### src/rtl/lvds_pkg.sv
`default_nettype none
// +----------------------------------------------------------------------------+
// | lvds_pkg: shared state encoding and default timing for the panel sequencer |
// | Revision: 1.0                                                              |
// +----------------------------------------------------------------------------+
package lvds_pkg;

  localparam int unsigned STATE_W = 3;

  localparam logic [STATE_W-1:0] ST_OFF     = 3'd0;
  localparam logic [STATE_W-1:0] ST_VDD     = 3'd1;
  localparam logic [STATE_W-1:0] ST_LVDS    = 3'd2;
  localparam logic [STATE_W-1:0] ST_VIDEO   = 3'd3;
  localparam logic [STATE_W-1:0] ST_ON      = 3'd4;
  localparam logic [STATE_W-1:0] ST_BL_DN   = 3'd5;
  localparam logic [STATE_W-1:0] ST_LVDS_DN = 3'd6;

  typedef enum logic [STATE_W-1:0] {
    S_OFF     = ST_OFF,
    S_VDD     = ST_VDD,
    S_LVDS    = ST_LVDS,
    S_VIDEO   = ST_VIDEO,
    S_ON      = ST_ON,
    S_BL_DN   = ST_BL_DN,
    S_LVDS_DN = ST_LVDS_DN
  } state_e;

  localparam logic [31:0] DEF_T1_CYC   = 32'd1000;
  localparam logic [31:0] DEF_T2_CYC   = 32'd500;
  localparam logic [31:0] DEF_T3_CYC   = 32'd2000;
  localparam logic [31:0] DEF_T4_CYC   = 32'd2000;
  localparam logic [31:0] DEF_T5_CYC   = 32'd500;
  localparam logic [31:0] DEF_TOFF_CYC = 32'd5000;

  function automatic logic is_blank(input state_e s);
    return (s == S_OFF) || (s == S_VDD) || (s == S_LVDS) || (s == S_LVDS_DN);
  endfunction

endpackage
`default_nettype wire

### src/rtl/lvds_seq_timer.sv
`default_nettype none
// +----------------------------------------------------------------------------+
// | lvds_seq_timer: loadable saturating down-counter, expired when count is 0  |
// | Revision: 1.0                                                              |
// +----------------------------------------------------------------------------+
module lvds_seq_timer #(
  parameter int unsigned        CNT_W   = 32,
  parameter logic [CNT_W-1:0]   RST_VAL = '0
) (
  input  logic             clk,
  input  logic             rst_n,
  input  logic             load,
  input  logic [CNT_W-1:0] load_val,
  output logic             expired
);

  logic [CNT_W-1:0] count_q;
  logic [CNT_W-1:0] count_d;

  always_comb begin
    count_d = count_q;
    if (load) begin
      count_d = load_val;
    end else if (count_q != '0) begin
      count_d = count_q - CNT_W'(1);
    end
  end

  always_ff @(posedge clk) begin
    if (!rst_n) begin
      count_q <= RST_VAL;
    end else begin
      count_q <= count_d;
    end
  end

  assign expired = (count_q == '0);

endmodule
`default_nettype wire

### src/rtl/lvds_panel_seq_ctrl.sv
`default_nettype none
// +----------------------------------------------------------------------------+
// | lvds_panel_seq_ctrl: panel power sequencer and video gate for the LVDS path|
// | Optional fault input/flag enabled by defining LVDS_PANEL_FAULT_EN.          |
// | Revision: 1.0                                                              |
// +----------------------------------------------------------------------------+
module lvds_panel_seq_ctrl
  import lvds_pkg::*;
#(
  parameter logic [31:0] T1_CYC   = DEF_T1_CYC,
  parameter logic [31:0] T2_CYC   = DEF_T2_CYC,
  parameter logic [31:0] T3_CYC   = DEF_T3_CYC,
  parameter logic [31:0] T4_CYC   = DEF_T4_CYC,
  parameter logic [31:0] T5_CYC   = DEF_T5_CYC,
  parameter logic [31:0] TOFF_CYC = DEF_TOFF_CYC,
  parameter int unsigned CNT_W    = 32
) (
  input  logic               I_clk_1x,
  input  logic               I_rst_n,
  input  logic               I_panel_en,
  input  logic               I_video_valid,
  input  logic [7:0]         I_R_data,
  input  logic [7:0]         I_G_data,
  input  logic [7:0]         I_B_data,
  input  logic               I_DE,
  input  logic               I_HS,
  input  logic               I_VS,
  output logic [7:0]         O_R_data,
  output logic [7:0]         O_G_data,
  output logic [7:0]         O_B_data,
  output logic               O_DE,
  output logic               O_HS,
  output logic               O_VS,
  output logic               O_panel_vdd,
  output logic               O_lvds_en,
  output logic               O_bl_en,
  output logic [STATE_W-1:0] O_state,
`ifdef LVDS_PANEL_FAULT_EN
  input  logic               I_fault,
  output logic               O_fault,
`endif
  output logic               O_ready
);

  // A zero-cycle setting still occupies one cycle in its state.
  function automatic logic [CNT_W-1:0] ld_val(input logic [31:0] t);
    return (t == 32'd0) ? '0 : CNT_W'(t - 32'd1);
  endfunction

  localparam logic [CNT_W-1:0] TOFF_LD = ld_val(TOFF_CYC);

  state_e           state_q, state_d;
  logic             vdd_q, vdd_d;
  logic             lvds_en_q, lvds_en_d;
  logic             bl_en_q, bl_en_d;
  logic             ready_q, ready_d;
  logic [7:0]       r_q, r_d, g_q, g_d, b_q, b_d;
  logic             de_q, de_d, hs_q, hs_d, vs_q, vs_d;
  logic             abort;
  logic             fault_trip;
  logic             fault_hold;
  logic             gate;
  logic             tmr_load;
  logic             tmr_expired;
  logic [CNT_W-1:0] tmr_load_val;

  assign abort = !I_panel_en || !I_video_valid;

`ifdef LVDS_PANEL_FAULT_EN
  logic fault_q, fault_d;

  assign fault_trip = I_fault && (state_q != S_OFF) && (state_q != S_LVDS_DN);
  assign fault_hold = fault_q;

  always_comb begin
    fault_d = fault_q;
    if (fault_trip) begin
      fault_d = 1'b1;
    end else if ((state_q == S_OFF) && !I_panel_en) begin
      fault_d = 1'b0;
    end
  end

  always_ff @(posedge I_clk_1x) begin
    if (!I_rst_n) begin
      fault_q <= 1'b0;
    end else begin
      fault_q <= fault_d;
    end
  end

  assign O_fault = fault_q;
`else
  assign fault_trip = 1'b0;
  assign fault_hold = 1'b0;
`endif

  // Abort outranks timer expiry; a fault outranks everything.
  always_comb begin
    state_d = state_q;
    case (state_q)
      S_OFF:     if (!abort && tmr_expired && !fault_hold) state_d = S_VDD;
      S_VDD:     if (abort) state_d = S_LVDS_DN; else if (tmr_expired) state_d = S_LVDS;
      S_LVDS:    if (abort) state_d = S_LVDS_DN; else if (tmr_expired) state_d = S_VIDEO;
      S_VIDEO:   if (abort) state_d = S_LVDS_DN; else if (tmr_expired) state_d = S_ON;
      S_ON:      if (abort) state_d = S_BL_DN;
      S_BL_DN:   if (tmr_expired) state_d = S_LVDS_DN;
      S_LVDS_DN: if (tmr_expired) state_d = S_OFF;
      default:   state_d = S_OFF;
    endcase
    if (fault_trip) begin
      state_d = S_LVDS_DN;
    end
  end

  always_comb begin
    tmr_load     = (state_d != state_q);
    tmr_load_val = '0;
    case (state_d)
      S_OFF:     tmr_load_val = TOFF_LD;
      S_VDD:     tmr_load_val = ld_val(T1_CYC);
      S_LVDS:    tmr_load_val = ld_val(T2_CYC);
      S_VIDEO:   tmr_load_val = ld_val(T3_CYC);
      S_BL_DN:   tmr_load_val = ld_val(T4_CYC);
      S_LVDS_DN: tmr_load_val = ld_val(T5_CYC);
      default:   tmr_load_val = '0;
    endcase
  end

  lvds_seq_timer #(
    .CNT_W   (CNT_W),
    .RST_VAL (TOFF_LD)
  ) u_timer (
    .clk      (I_clk_1x),
    .rst_n    (I_rst_n),
    .load     (tmr_load),
    .load_val (tmr_load_val),
    .expired  (tmr_expired)
  );

  // Blank engages on the entry edge and releases one cycle after leaving a blanked state.
  always_comb begin
    vdd_d     = (state_d != S_OFF);
    lvds_en_d = (state_d == S_LVDS) || (state_d == S_VIDEO) ||
                (state_d == S_ON)   || (state_d == S_BL_DN);
    bl_en_d   = (state_d == S_ON);
    ready_d   = (state_d == S_ON);
    gate      = is_blank(state_q) || is_blank(state_d);
    r_d       = gate ? 8'h00 : I_R_data;
    g_d       = gate ? 8'h00 : I_G_data;
    b_d       = gate ? 8'h00 : I_B_data;
    de_d      = gate ? 1'b0  : I_DE;
    hs_d      = I_HS;
    vs_d      = I_VS;
  end

  always_ff @(posedge I_clk_1x) begin
    if (!I_rst_n) begin
      state_q   <= S_OFF;
      vdd_q     <= 1'b0;
      lvds_en_q <= 1'b0;
      bl_en_q   <= 1'b0;
      ready_q   <= 1'b0;
      r_q       <= 8'h00;
      g_q       <= 8'h00;
      b_q       <= 8'h00;
      de_q      <= 1'b0;
      hs_q      <= 1'b0;
      vs_q      <= 1'b0;
    end else begin
      state_q   <= state_d;
      vdd_q     <= vdd_d;
      lvds_en_q <= lvds_en_d;
      bl_en_q   <= bl_en_d;
      ready_q   <= ready_d;
      r_q       <= r_d;
      g_q       <= g_d;
      b_q       <= b_d;
      de_q      <= de_d;
      hs_q      <= hs_d;
      vs_q      <= vs_d;
    end
  end

  assign O_state     = state_q;
  assign O_panel_vdd = vdd_q;
  assign O_lvds_en   = lvds_en_q;
  assign O_bl_en     = bl_en_q;
  assign O_ready     = ready_q;
  assign O_R_data    = r_q;
  assign O_G_data    = g_q;
  assign O_B_data    = b_q;
  assign O_DE        = de_q;
  assign O_HS        = hs_q;
  assign O_VS        = vs_q;

endmodule
`default_nettype wire
### config.mk
export PLATFORM = sky130hd
export DESIGN_NAME = lvds_panel_seq_ctrl
export DESIGN_NICKNAME = d
export VERILOG_FILES = /design/src/rtl/lvds_pkg.sv /design/src/rtl/lvds_seq_timer.sv /design/src/rtl/lvds_panel_seq_ctrl.sv
export SDC_FILE = /design/constraint.sdc
export NUM_CORES = 1
export LEC_CHECK = 0
export BUFFER_PORTS_ARGS = -buffer_cell sky130_fd_sc_hd__buf_2
export CAP_MARGIN = 0
export CORE_MARGIN = 2
export CORE_UTILIZATION = 30
export CTS_BUF_LIST = sky130_fd_sc_hd__clkbuf_4
export CTS_CLUSTER_SIZE = 16
export DETAILED_ROUTE_END_ITERATION = 8
export HOLD_SLACK_MARGIN = 0.02
export SYNTH_ARGS = -nofsm -noshare
export SYNTH_HDL_FRONTEND = slang
export SYNTH_SLANG_ARGS = --single-unit
### constraint.sdc
create_clock -name I_clk_1x -period 3.3 [get_ports I_clk_1x]
set_clock_uncertainty 0.1 [all_clocks]
set_input_delay 0.99 -clock I_clk_1x [delete_from_list [all_inputs] [get_ports I_clk_1x]]
set_output_delay 0.99 -clock I_clk_1x [all_outputs]
set_load 0.05 [all_outputs]
# Yosys cells after proc, flatten, opt, wreduce, memory -nomap -nowiden
# Cells that the tools add are included.
# Widths: inputs -> output; s select.
dict set report classes {
  addsub 1
  mul 0
  n_div 0
  order_cmp 0
  eq_ne 13
  shift 0
  n_mux 14
  bitwise 1
  n_reduce_logical 24
}
# op count
set op_table {}
lappend op_table {{$mux 32} 2}
lappend op_table {{$pmux 13 s4} 1}
lappend op_table {{$logic_not 32->1} 1}
lappend op_table {{$reduce_bool 32->1} 1}
lappend op_table {{$sub 32x1->32 const B} 1}
lappend op_table {{$mux 3} 10}
lappend op_table {{$pmux 3 s7} 1}
lappend op_table {{$eq 3x3->1 const B} 6}
lappend op_table {{$eq 3x2->1 const B} 4}
lappend op_table {{$logic_or 1x1->1} 11}
lappend op_table {{$eq 3x1->1 const B} 2}
lappend op_table {{$logic_not 3->1} 2}
lappend op_table {{$reduce_or 2->1} 3}
lappend op_table {{$logic_not 1->1} 3}
lappend op_table {{$ne 3x3->1} 1}
lappend op_table {{$reduce_bool 3->1} 1}
lappend op_table {{$reduce_bool 2->1} 1}
lappend op_table {{$logic_and 1x1->1} 1}
lappend op_table {{$not 1->1} 1}
dict set report word_totals {
  reg_bits 65
  latchBits 0
  ram_bits 0
  rom_bits 0
  inputBits 31
  output_inout_bits 34
  word_cells 64
  memories 0
}

# Longest topological paths before layout
dict set report logic_depth {
  depth_word 12
  ltp_mapped 10
}

# Cells and area by module
# From an unflattened synthesis, not the netlist that was laid out.
dict set report unflattened {
  hier_cells 356
  hier_area_um2 3190.6
}
# module n_inst cells_each area_each_um2 seq_area_each_um2
set modules_own_cells {}
lappend modules_own_cells {lvds_seq_timer 1 217 1830.5 640.6}
lappend modules_own_cells {lvds_panel_seq_ctrl 1 139 1360.1 660.6}

# Worst setup path before layout
# OpenSTA, ideal clock, no wires.
dict set report synth_path {
  path_kind {input to register}
  startpoint {input I_video_valid}
  endpoint {register u_timer.count_q[2]}
  setup_ps 106
  arrival_time_ps 2488
  required_time_ps 3094
  path_slack_ps 606
  cell_stages 6
  n_path_buf 1
  cell_sequence {and2_1 > clkbuf_1 > nor2_1 > o311ai_1 > nand2_1 > o311ai_0}
}
dict set report synth_via {
  elab_chain_len 10
  elab_cells_between_ends 22
  classes_between {eq/ne (6); mux (8); reduce/logical (8)}
}
# item line_no
set synth_lines {}
lappend synth_lines {{start, declared} lvds_panel_seq_ctrl.sv:21} ;# input logic I_video_valid,
lappend synth_lines {{$logic_not 1->1 *} lvds_panel_seq_ctrl.sv:67} ;# assign abort = !I_panel_en || !I_video_valid;
lappend synth_lines {{$logic_or 1x1->1 *} lvds_panel_seq_ctrl.sv:67}
lappend synth_lines {{$logic_not 1->1} lvds_panel_seq_ctrl.sv:102} ;# S_OFF: if (!abort && tmr_expired && !fault_hold) state_d = S_VDD;
lappend synth_lines {{$logic_and 1x1->1} lvds_panel_seq_ctrl.sv:102}
lappend synth_lines {{$mux 3} lvds_panel_seq_ctrl.sv:102}
lappend synth_lines {{$pmux 3 s7 *} lvds_panel_seq_ctrl.sv:101} ;# case (state_q)
lappend synth_lines {{$eq 3x2->1 or $eq 3x3->1 (tied branches)} lvds_panel_seq_ctrl.sv:119} ;# case (state_d)
lappend synth_lines {{$reduce_or 2->1 (no source line)} -}
lappend synth_lines {{$pmux 13 s4} lvds_panel_seq_ctrl.sv:119}
lappend synth_lines {{$mux 32} lvds_seq_timer.sv:22} ;# if (load) begin
lappend synth_lines {{end signal, assigned} lvds_seq_timer.sv:33} ;# count_q <= count_d;
lappend synth_lines {{end, declared} lvds_seq_timer.sv:17} ;# logic [CNT_W-1:0] count_q;
# Every way passes the cells marked *; elsewhere a longest branch is shown, timed or not.
# A chain may end at the register's enable or synchronous reset.

# Worst setup path after layout
dict set report layout_path {
  startpoint {register u_timer.count_q[15]}
  endpoint {register u_timer.count_q[4]}
}
dict set report layout_via {
  elab_chain_len 8
  elab_cells_between_ends 25
  classes_between {eq/ne (6); mux (12); reduce/logical (7)}
}
# item line_no
set layout_lines {}
lappend layout_lines {{$logic_not 32->1} lvds_seq_timer.sv:37} ;# assign expired = (count_q == '0);
lappend layout_lines {{$mux 3 (tied with other cells)} lvds_panel_seq_ctrl.sv:105} ;# S_VIDEO: if (abort) state_d = S_LVDS_DN; else if (tmr_expired) state_d = S_ON;
lappend layout_lines {{$mux 3, on equally long branches} -}
lappend layout_lines {{$pmux 3 s7} lvds_panel_seq_ctrl.sv:101}
lappend layout_lines {{$eq 3x2->1 or $eq 3x3->1 (tied branches)} lvds_panel_seq_ctrl.sv:119}
lappend layout_lines {{$reduce_or 2->1 (no source line)} -}
lappend layout_lines {{$pmux 13 s4} lvds_panel_seq_ctrl.sv:119}
lappend layout_lines {{$mux 32} lvds_seq_timer.sv:22}
# Parallel ways exist; a longest one is shown, timed or not.

==> flow_metrics.tcl <==
set metrics [dict create \
    status "finished, final reports clean" \
    clock_input_transition_at_the_sequential_cells_of_the_worst_setup_and_hold_paths_ns 0.11 \
    cts.hold.buffers_added 0 \
    fmaxAchievable_mhz 334 \
    layout_min_cycle_time_ns 3.00 \
    hpwlAfterDp_mm 4.63 \
    total_power_w 0.00153 \
    initial_antenna_violation_count 0 \
    timing.hold.worst.start "u_timer.count_q[18]" \
    cell_depth_of_the_worst_flop_to_flop_path 7 \
    clock_tree.root_cell "clkbuf_4" \
    worst_hold_path.num_cells 2 \
    synth-edff-count 0 \
    cap_violations 0 \
    post_dp_cell_area_um2 3380 \
    synthCells 326 \
    timing.max_slew.rel_slack_pct 56.6 \
    grt_usage_pct 13.2 \
    syn_area_um2 2950 \
    finalSetupViolCount 0 \
    synth_fp_nets 359 \
    finalWirelength_mm 6.67 \
    numClockSinks 65 \
    synth_async_sr_flop_share_pct 0 \
    post_synth.cell_area_avg_um2 9.04 \
    powerDensity_nw_per_um2 433 \
    initial_core_util_pct 30.6 \
    ios 65 \
    cells_along_the_critical_path "or4_1 -> or3_4 -> nor4_4 -> buf_4 -> o21ai_0 -> o21a_1 -> and3_1" \
    core.rowCount 36 \
    startpoint_kind_of_the_worst_setup_timing_path "flip-flop" \
    final_area_um2 3540 \
    multi_input_area_um2 1500 \
    diodes 0 \
    ys_warn_count 0 \
    layout-area-overhead-vs-synth_pct 20.3 \
    pin_count_of_the_biggest_net_entering_global_routing 26 \
    layout.area.seq_um2 1300 \
    critical_path_cell_count 7 \
    finalHoldViolations 0 \
    cp_required_ns 3.52 \
    drc_errors 0 \
    rsz0062_at_grt "no" \
    layout_worst_path_cycle_share_pct 90.8 \
    dieArea_um2 10600 \
    core_um2 9640 \
    synth.yosys.seq_area_share_pct 44.2 \
    cts_htree_levels 3 \
    finalNetCount 423 \
    clock_tree_from_tritoncts "yes" \
    vias 2544 \
    cts_setup_buffers 0 \
    tritoncts.num_buffers 9 \
    route.antenna.remaining_nets 0 \
    cts-root-to-sink-buffers 2 \
    ys_ff_latch 65 \
    critical_path_buf_inv_count 1 \
    netlist.top_cell.by_area "dfxtp_1" \
    die_h_um 103 \
    insertion_delay_ns 0.42 \
    worst_path_largest_cell_delay_ns 0.53 \
    worstMarginPinSlew_ns 0.651 \
    worst-r2r-setup-slack_ns 0.30 \
    via_per_inst 4.83 \
    first_global_vias 2385 \
    final_util_pct 36.8 \
    timing.setup.tns_ns 0 \
    worst-setup-path-type "reg2reg" \
    leakagePower_nw 1.49 \
    synth_top_area_share_pct 44.2 \
    port_buffers 64 \
    routed_wire_length_per_instance_um 12.7 \
    irDropWorstVdd_uv 137 \
    reg_to_reg_endpoint "u_timer.count_q[4]" \
    path_max_fanout 20 \
    worst_path_max_delay_cell "nor4_4" \
    detailedRoute.firstPassIterationCount 5 \
    die_width_um 103 \
    worst_ep_arrival_time_ns 3.22 \
    endpoint_kind "flip-flop" \
    global_placement_routability_congestion 0.803 \
    final_layout_size_suffix_gt1_share_pct 24.4 \
    cp_top_family "simple AND/OR/NAND/NOR gates" \
    holdCritPathClass "reg2reg" \
    yosys_most_used_dff "dfxtp_1" \
    hold-worst-slack_ns 0.396 \
    cts_resized 0 \
    critical_path.reg2reg.startpoint "u_timer.count_q[15]" \
    global_route_wire_length_before_repair_mm 11.0 \
    detail_route.iter0.violations 108 \
    finalMaxSlewViolations 0 \
    total_congestion_overflow 0 \
    min_delay_worst_endpoint "u_timer.count_q[18]" \
    synth.top_cells.by_area "dfxtp_1 (44%), xnor2_1 (7.1%), and2_1 (6.8%)" \
    synth_cell_type_count 53 \
    fill_cells 1046 \
]
## stage by stage
step	instances	worst slack, ns
final	527	0.304
after global routing	527	0.0697
after CTS	527	0.308
after detailed placement	512	0.301
after global placement	512	0.293
after floorplan	326	0.606
## synth_stat cells, drive strengths merged, types with 4 or more instances
master   n
or3      7
nor2    32
inv      6
o311ai   6
or4      4
nand2   21
xnor2   24
clkbuf  10
buf     11
nor3    10
nand3    7
o21ai    6
nand4    5
and3     4
dfxtp   65
a21oi    8
and2    32
nor4    19
a31oi    5
xor2     5
## how the worst max path moves through the flow
stage,start,endpoint
2_1_floorplan,I_video_valid,u_timer.count_q[2]
5_1_grt,u_timer.count_q[11],u_timer.count_q[4]
4_1_cts,u_timer.count_q[15],u_timer.count_q[4]
6_report,u_timer.count_q[15],u_timer.count_q[4]
3_5_place_dp,u_timer.count_q[15],u_timer.count_q[4]
3_3_place_gp,u_timer.count_q[15],u_timer.count_q[4]
## cell families after synthesis
group / share of synthesized area (%)
fa+ha+maj: 1.19
mux: 0.340
flops: 44.2
compound gates: 11.8
xor+xnor: 8.62
simple gates: 29.0
buf+inv: 4.97
## placed cells by master, fill, tap and decap left out, drive strengths merged, types with 2 or more instances in the layout
master     n
buf       74
dfxtp     65
nor2      32
and2      32
xnor2     24
nand2     21
nor4      19
nor3      10
clkbuf     9
a21oi      8
nand3      7
inv        7
or3        7
o21ai      6
o311ai     6
nand4      5
xor2       5
a31oi      5
or4        4
and3       4
o211ai     3
o21a       3
o32ai      3
a21o       3
nor4b      3
nand3b     2
o31ai      2
ha         2
clkinvlp   2
bufinv     2
nor2b      2
## tightest hold or removal path: stages (launching register included)
cell	delay (ns)
dfxtp_1	0.33
o21ai_0	0.07
a21oi_1	0.06
## flip-flops by register name (all words and copies together) (netlist names)
signal	flops
O_VS	1
O_ready	1
O_lvds_en	1
O_panel_vdd	1
O_G_data	8
O_R_data	8
O_state	3
O_B_data	8
O_HS	1
O_DE	1
u_timer.count_q	32
## cell type report
type | count | area share [%]
multi-input combinational | 234 | 42.3
sequential | 65 | 36.7
timing repair buffer | 74 | 11.2
tap | 133 | 4.69
clock inverter | 6 | 2.61
clock buffer | 9 | 1.91
inverter | 6 | 0.635
## metal layers
metal / vias to the layer above / GRT usage [%] / share of wire, %
met5: - / 0 / 0
met4: 0 / 6.07 / 2.2
met3: 12 / 4.07 / 4.8
met2: 53 / 21.3 / 47
met1: 1192 / 16.3 / 46
li1: 1287 / - / -
## where the power goes
part	total, W	switching, W	internal [W]
registers	0.000812	0.0000125	0.000799
clock network	0.000610	0.000303	0.000307
logic	0.000113	0.0000662	0.0000470
Power figures use the tool's default switching activity.
